### src/rtl/jtag_pkg.sv
// Shared opcodes, data-register selects and decode bundle for the
// JTAG instruction register of the ripple-adder DFT wrapper.
package jtag_pkg;

  localparam int unsigned IR_MAX = 8;

  localparam logic [IR_MAX-1:0] OP_EXTEST = 8'h00;
  localparam logic [IR_MAX-1:0] OP_SAMPLE = 8'h01;
  localparam logic [IR_MAX-1:0] OP_INTEST = 8'h02;
  localparam logic [IR_MAX-1:0] OP_IDCODE = 8'h03;
  localparam logic [IR_MAX-1:0] OP_CLAMP  = 8'h04;
  localparam logic [IR_MAX-1:0] OP_HIGHZ  = 8'h05;

  localparam logic [IR_MAX-1:0] CAPTURE_PAT = 8'h01;

  typedef enum logic [1:0] {
    DR_BSR    = 2'd0,
    DR_BYPASS = 2'd1,
    DR_IDCODE = 2'd2
  } dr_sel_e;

  typedef struct packed {
    logic    mode;
    dr_sel_e dr_sel;
    logic    clamp;
    logic    highz;
    logic    valid;
  } decode_t;

  // BYPASS is all-ones at whatever width the register is built
  function automatic logic [IR_MAX-1:0] op_bypass(
    input int unsigned w
  );
    return 8'hFF >> (IR_MAX - w);
  endfunction

endpackage

### src/rtl/jtag_instr_decode.sv
// Combinational decode of the committed instruction into
// boundary-scan mode, DR select, clamp and high-Z controls.
module jtag_instr_decode
  import jtag_pkg::*;
#(
  parameter int unsigned IR_WIDTH = 4
) (
  input  logic [IR_WIDTH-1:0] ir,
  output logic                mode,
  output logic [1:0]          dr_sel,
  output logic                clamp,
  output logic                highz,
  output logic                instr_valid
);

  logic [IR_MAX-1:0] op;
  logic              is_bypass;
  decode_t           d;

  assign op        = IR_MAX'(ir);
  assign is_bypass = (op == op_bypass(IR_WIDTH));

  always_comb begin
    d = '{mode: 1'b0, dr_sel: DR_BYPASS,
          clamp: 1'b0, highz: 1'b0, valid: 1'b0};
    if (is_bypass) begin
      d.valid = 1'b1;
    end else begin
      case (op)
        OP_EXTEST: d = '{1'b1, DR_BSR, 1'b0, 1'b0, 1'b1};
        OP_SAMPLE: d = '{1'b0, DR_BSR, 1'b0, 1'b0, 1'b1};
        OP_INTEST: d = '{1'b1, DR_BSR, 1'b0, 1'b0, 1'b1};
        OP_IDCODE: begin
          d = '{1'b0, DR_IDCODE, 1'b0, 1'b0, 1'b1};
        end
        OP_CLAMP: d = '{1'b1, DR_BYPASS, 1'b1, 1'b0, 1'b1};
        OP_HIGHZ: d = '{1'b1, DR_BYPASS, 1'b0, 1'b1, 1'b1};
        // undefined codes fall back to bypass, flagged invalid
        default: d.valid = 1'b0;
      endcase
    end
  end

  assign mode        = d.mode;
  assign dr_sel      = d.dr_sel;
  assign clamp       = d.clamp;
  assign highz       = d.highz;
  assign instr_valid = d.valid;

endmodule

### src/rtl/jtag_ir_decoder.sv
// JTAG instruction register: capture/shift stage, update shadow,
// strobe priority and instruction decode.
module jtag_ir_decoder
  import jtag_pkg::*;
#(
  parameter int unsigned IR_WIDTH  = 4,
  parameter bit          IDCODE_EN = 1'b1
) (
  input  logic                TCK,
  input  logic                TRST_n,
  input  logic                tlr,
  input  logic                capture_ir,
  input  logic                shift_ir,
  input  logic                update_ir,
  input  logic                tdi,
  output logic                ir_tdo,
  output logic [IR_WIDTH-1:0] ir_q,
  output logic                Mode,
  output logic [1:0]          dr_sel,
  output logic                clamp,
  output logic                highz,
  output logic                instr_valid
);

  localparam logic [IR_WIDTH-1:0] CAP =
    CAPTURE_PAT[IR_WIDTH-1:0];
  localparam logic [IR_WIDTH-1:0] IR_RST =
    IDCODE_EN ? OP_IDCODE[IR_WIDTH-1:0]
              : {IR_WIDTH{1'b1}};

  logic [IR_WIDTH-1:0] shift_q;
  logic                rst;

  assign rst = !TRST_n || tlr;

  // reset > update > capture > shift; one action per edge
  always_ff @(posedge TCK) begin
    if (rst) begin
      ir_q    <= IR_RST;
      shift_q <= CAP;
    end else if (update_ir) begin
      ir_q <= shift_q;
    end else if (capture_ir) begin
      shift_q <= CAP;
    end else if (shift_ir) begin
      shift_q <= {tdi, shift_q[IR_WIDTH-1:1]};
    end
  end

  assign ir_tdo = shift_q[0];

  jtag_instr_decode #(
    .IR_WIDTH(IR_WIDTH)
  ) u_decode (
    .ir         (ir_q),
    .mode       (Mode),
    .dr_sel     (dr_sel),
    .clamp      (clamp),
    .highz      (highz),
    .instr_valid(instr_valid)
  );

endmodule

### config.mk
export PLATFORM = sky130hd
export DESIGN_NAME = jtag_ir_decoder
export DESIGN_NICKNAME = d
export VERILOG_FILES = /design/src/rtl/jtag_pkg.sv /design/src/rtl/jtag_instr_decode.sv /design/src/rtl/jtag_ir_decoder.sv
export SDC_FILE = /design/constraint.sdc
export NUM_CORES = 1
export LEC_CHECK = 0
export BUFFER_PORTS_ARGS = -buffer_cell sky130_fd_sc_hd__buf_2
export CAP_MARGIN = 30
export CORE_MARGIN = 2
export CORE_UTILIZATION = 28
export CTS_CLUSTER_SIZE = 40
export DETAILED_ROUTE_END_ITERATION = 16
export GPL_TIMING_DRIVEN = 0
export REMOVE_ABC_BUFFERS = 1
export SLEW_MARGIN = 0
export SYNTH_ARGS = -nofsm -noshare
export SYNTH_HDL_FRONTEND = slang
export SYNTH_SLANG_ARGS = --single-unit
### constraint.sdc
create_clock -name TCK -period 2.2 [get_ports TCK]
set_clock_uncertainty 0.1 [all_clocks]
set_input_delay 0.44 -clock TCK [delete_from_list [all_inputs] [get_ports TCK]]
set_output_delay 0.44 -clock TCK [all_outputs]
set_load 0.01 [all_outputs]
==> impl_results.md <==
- VDD IR max: approximately 0.33 mV
- Initial core utilization: 30.8%
- M1 wire length: around 380 µm
- Post-cts hold buffer count: 0
- Sw Pwr: approximately 0.062 mW
- Worst-margin pin slew: between 0.2 and 0.3 ns
- WL met2: 339 µm
- Hold Vio Cnt, Final: 0
- Slew Limit Fails: 0
- Post-Synthesis Cells: 40
- FF-to-FF setup slack: ~1.0 ns
- WL final: 789 µm
- Die footprint: between 1500 and 2000 µm²
- Clock transition at path regs: approximately 0.05 ns
- Dpl hpwl: ~630 µm
- WP data required: roughly 1.7 ns
- Clock Sink Count: 8
- Vias in the first global route: approximately 330
- Maxcap violations: 0
- Beginning of the worst hold path: tlr
- All-Layer GR Usage: 10.8%
- Placed Cells: 71
- Reg-to-Reg End: shift_q[0]
- TritonRoute pass-1 iters: 4
- RSZ-0062 raised after global routing: no
- Worst-skew pair later-pin latency: roughly 0.25 ns
- Status: finished clean
- Total clock buffers created by CTS: 3
- Antenna Cells: 0
- Crit start category: flip-flop
- Worst EP arrival: 1.10 ns
- CTS tree: built
- Pin count of the biggest net entering global routing: 10
- Vias per cell: around 4.8
- Detail Route met3 WL: about 73 µm
- Die extent in y: roughly 42 µm
- Most frequent cells in the layout: 17 x buf_2, 8 x dfxtp_1, 5 x mux2i_1
- Row cnt: 13
- Finished Layout Cells: 74
- Leak: roughly 0.23 nW
- CP endpoint kind: output pin
- Die Wd: 42.3 µm
- Fmax: approximately 0.61 GHz
- Seq cells post-synth: 8
- # DRC: 0
- R2r worst-path depth: 2
- FF-to-FF Start: shift_q[1]
- Cell count of the worst hold path: 3
- Final WS setup: roughly 0.56 ns
- Clock share of power: between 30 and 40%
- Total number of vias: approximately 350
- Initial antenna violation count: 0
- First-pass GRT wire length: 1.42 mm
- Top routing layer used: met3
- Total internal power: roughly 0.22 mW
- Sum Neg Setup Slack: 0 ns
- Synthesis Warnings: 0
- ANT nets after route: 0
- Hold Crit Class: input port to flip-flop
- Gr ovfl total: 0
- GP Congestion: 0.748
- Min Tclk post-route: between 1.5 and 2 ns
- Hold slack: 0.329 ns
- Routed WL per cell: 10.7 µm
- Ratio of cells with drive above 1 in the final layout: 44.1%
- Post CTS Setup Buffer Count: 0
- Most common cell after layout, fill and taps aside: buf_2
- Mean Syn Cell Area: about 10 µm²
- I/O Pins: 18
- Flop pwr share: a little over half
- I/O Buffers: 17
- Sw frac: between 20% and 30%
- Final Setup Violations: 0
- Clock Tree Buf Depth: 2
- Worst relative slew slack: between 80 and 90%
- Hold worst-path end: ir_q[0]
- Cell variety after synth: 21
- Area grow syn2layout: 28.0%
- Post-place setup slack: 0.779 ns
- # resized after CTS: 0
- Post-layout util: between 30% and 40%
- Post-synthesis sequential area ratio: roughly 39%
- Period utilisation layout: between 70% and 80%
- H-tree Lvls: 1
- Clk root buf: clkbuf_4
- Pwr Density: ~550 nW/µm²
- Final #Nets: slightly below 70
- Core area: 1330 µm²
- Detailed router's first-iteration violation count: 8
- Worst Path Max Fanout: 7
- Synthesized cell area: a little over 400 µm²
- Critical path type: flip-flop to output pin
- Logic gate share of total power: slightly above 10%
==> how the worst max path moves through the flow <==
stage                       to       from
CTS                  dr_sel[1]    ir_q[0]
global route             clamp    ir_q[2]
global placement    shift_q[0]  update_ir
finish               dr_sel[1]    ir_q[0]
detailed placement  shift_q[0]  update_ir
floorplan                clamp    ir_q[2]
==> cell usage after synthesis (all sizes together) <==
library cell	number	area [µm²]
o21ba	1	10.0
o22ai	1	12.5
nand2	4	15.0
or3b	2	20.0
or2b	1	7.51
buf	1	11.3
o32a	1	10.0
o32ai	2	17.5
nand2b	2	15.0
mux2i	5	50.1
nor4b	1	8.76
or2	1	6.26
dfxtp	8	160
a211oi	1	7.51
inv	1	3.75
nor4bb	2	20.0
nor2	2	7.51
nand3b	2	15.0
nor2b	2	12.5
==> critical path, stage by stage, from the launching register on <==
cell and delay, ns:
dfxtp_1 0.41, nor4bb_1 0.27, buf_2 0.17
==> layout make-up <==
| class | instances | area (µm²) |
|---|---|---|
| fill | 143 | 808 |
| inverter | 1 | 3.75 |
| sequential | 8 | 160 |
| timing repair buffer | 17 | 85.1 |
| tap | 15 | 18.8 |
| multi-input combinational | 30 | 235 |
| clock buffer | 3 | 22.5 |
==> power by group through the flow <==
| stage | Clock (mW) | Sequential (mW) | Combinational [mW] |
|---|---|---|---|
| 6_report | 0.109 | 0.149 | 0.0289 |
| 5_1_grt | 0.129 | 0.149 | 0.0320 |
| 4_1_cts | 0.115 | 0.149 | 0.0291 |
| 3_5_place_dp | 0 | 0.152 | 0.0290 |
| 3_3_place_gp | 0 | 0.152 | 0.0287 |
| 2_1_floorplan | 0 | 0.152 | 0.0151 |
==> metrics by stage <==
stage / area [µm²] / total power, mW
after CTS: 526 / 0.293
after detailed placement: 503 / 0.181
after floorplan: 399 / 0.167
after global placement: 503 / 0.181
after global routing: 526 / 0.310
final: 526 / 0.286
==> state kept, by name, indices dropped and copies added (netlist names) <==
| register | cells |
|---|---|
| shift_q | 4 |
| ir_q | 4 |
==> cell families (layout without fill, tap and decap cells) <==
group | Yosys count | after routing | synth area share (%)
AO/OA/AOI/OAI | 6 | 6 | 14.0
buffers and inverters | 2 | 21 | 3.66
flip-flops | 8 | 8 | 39.0
multiplexers | 5 | 5 | 12.2
AND/OR/NAND/NOR | 19 | 19 | 31.1
==> layer usage <==
| metal | GRT usage [%] | up-vias |
|---|---|---|
| li1 | - | 187 |
| met5 | 0 | - |
| met1 | 13.5 | 152 |
| met4 | 3.75 | 0 |
| met2 | 14.2 | 15 |
| met3 | 7.76 | 0 |
Note: power is estimated with default switching activity, not from simulation.
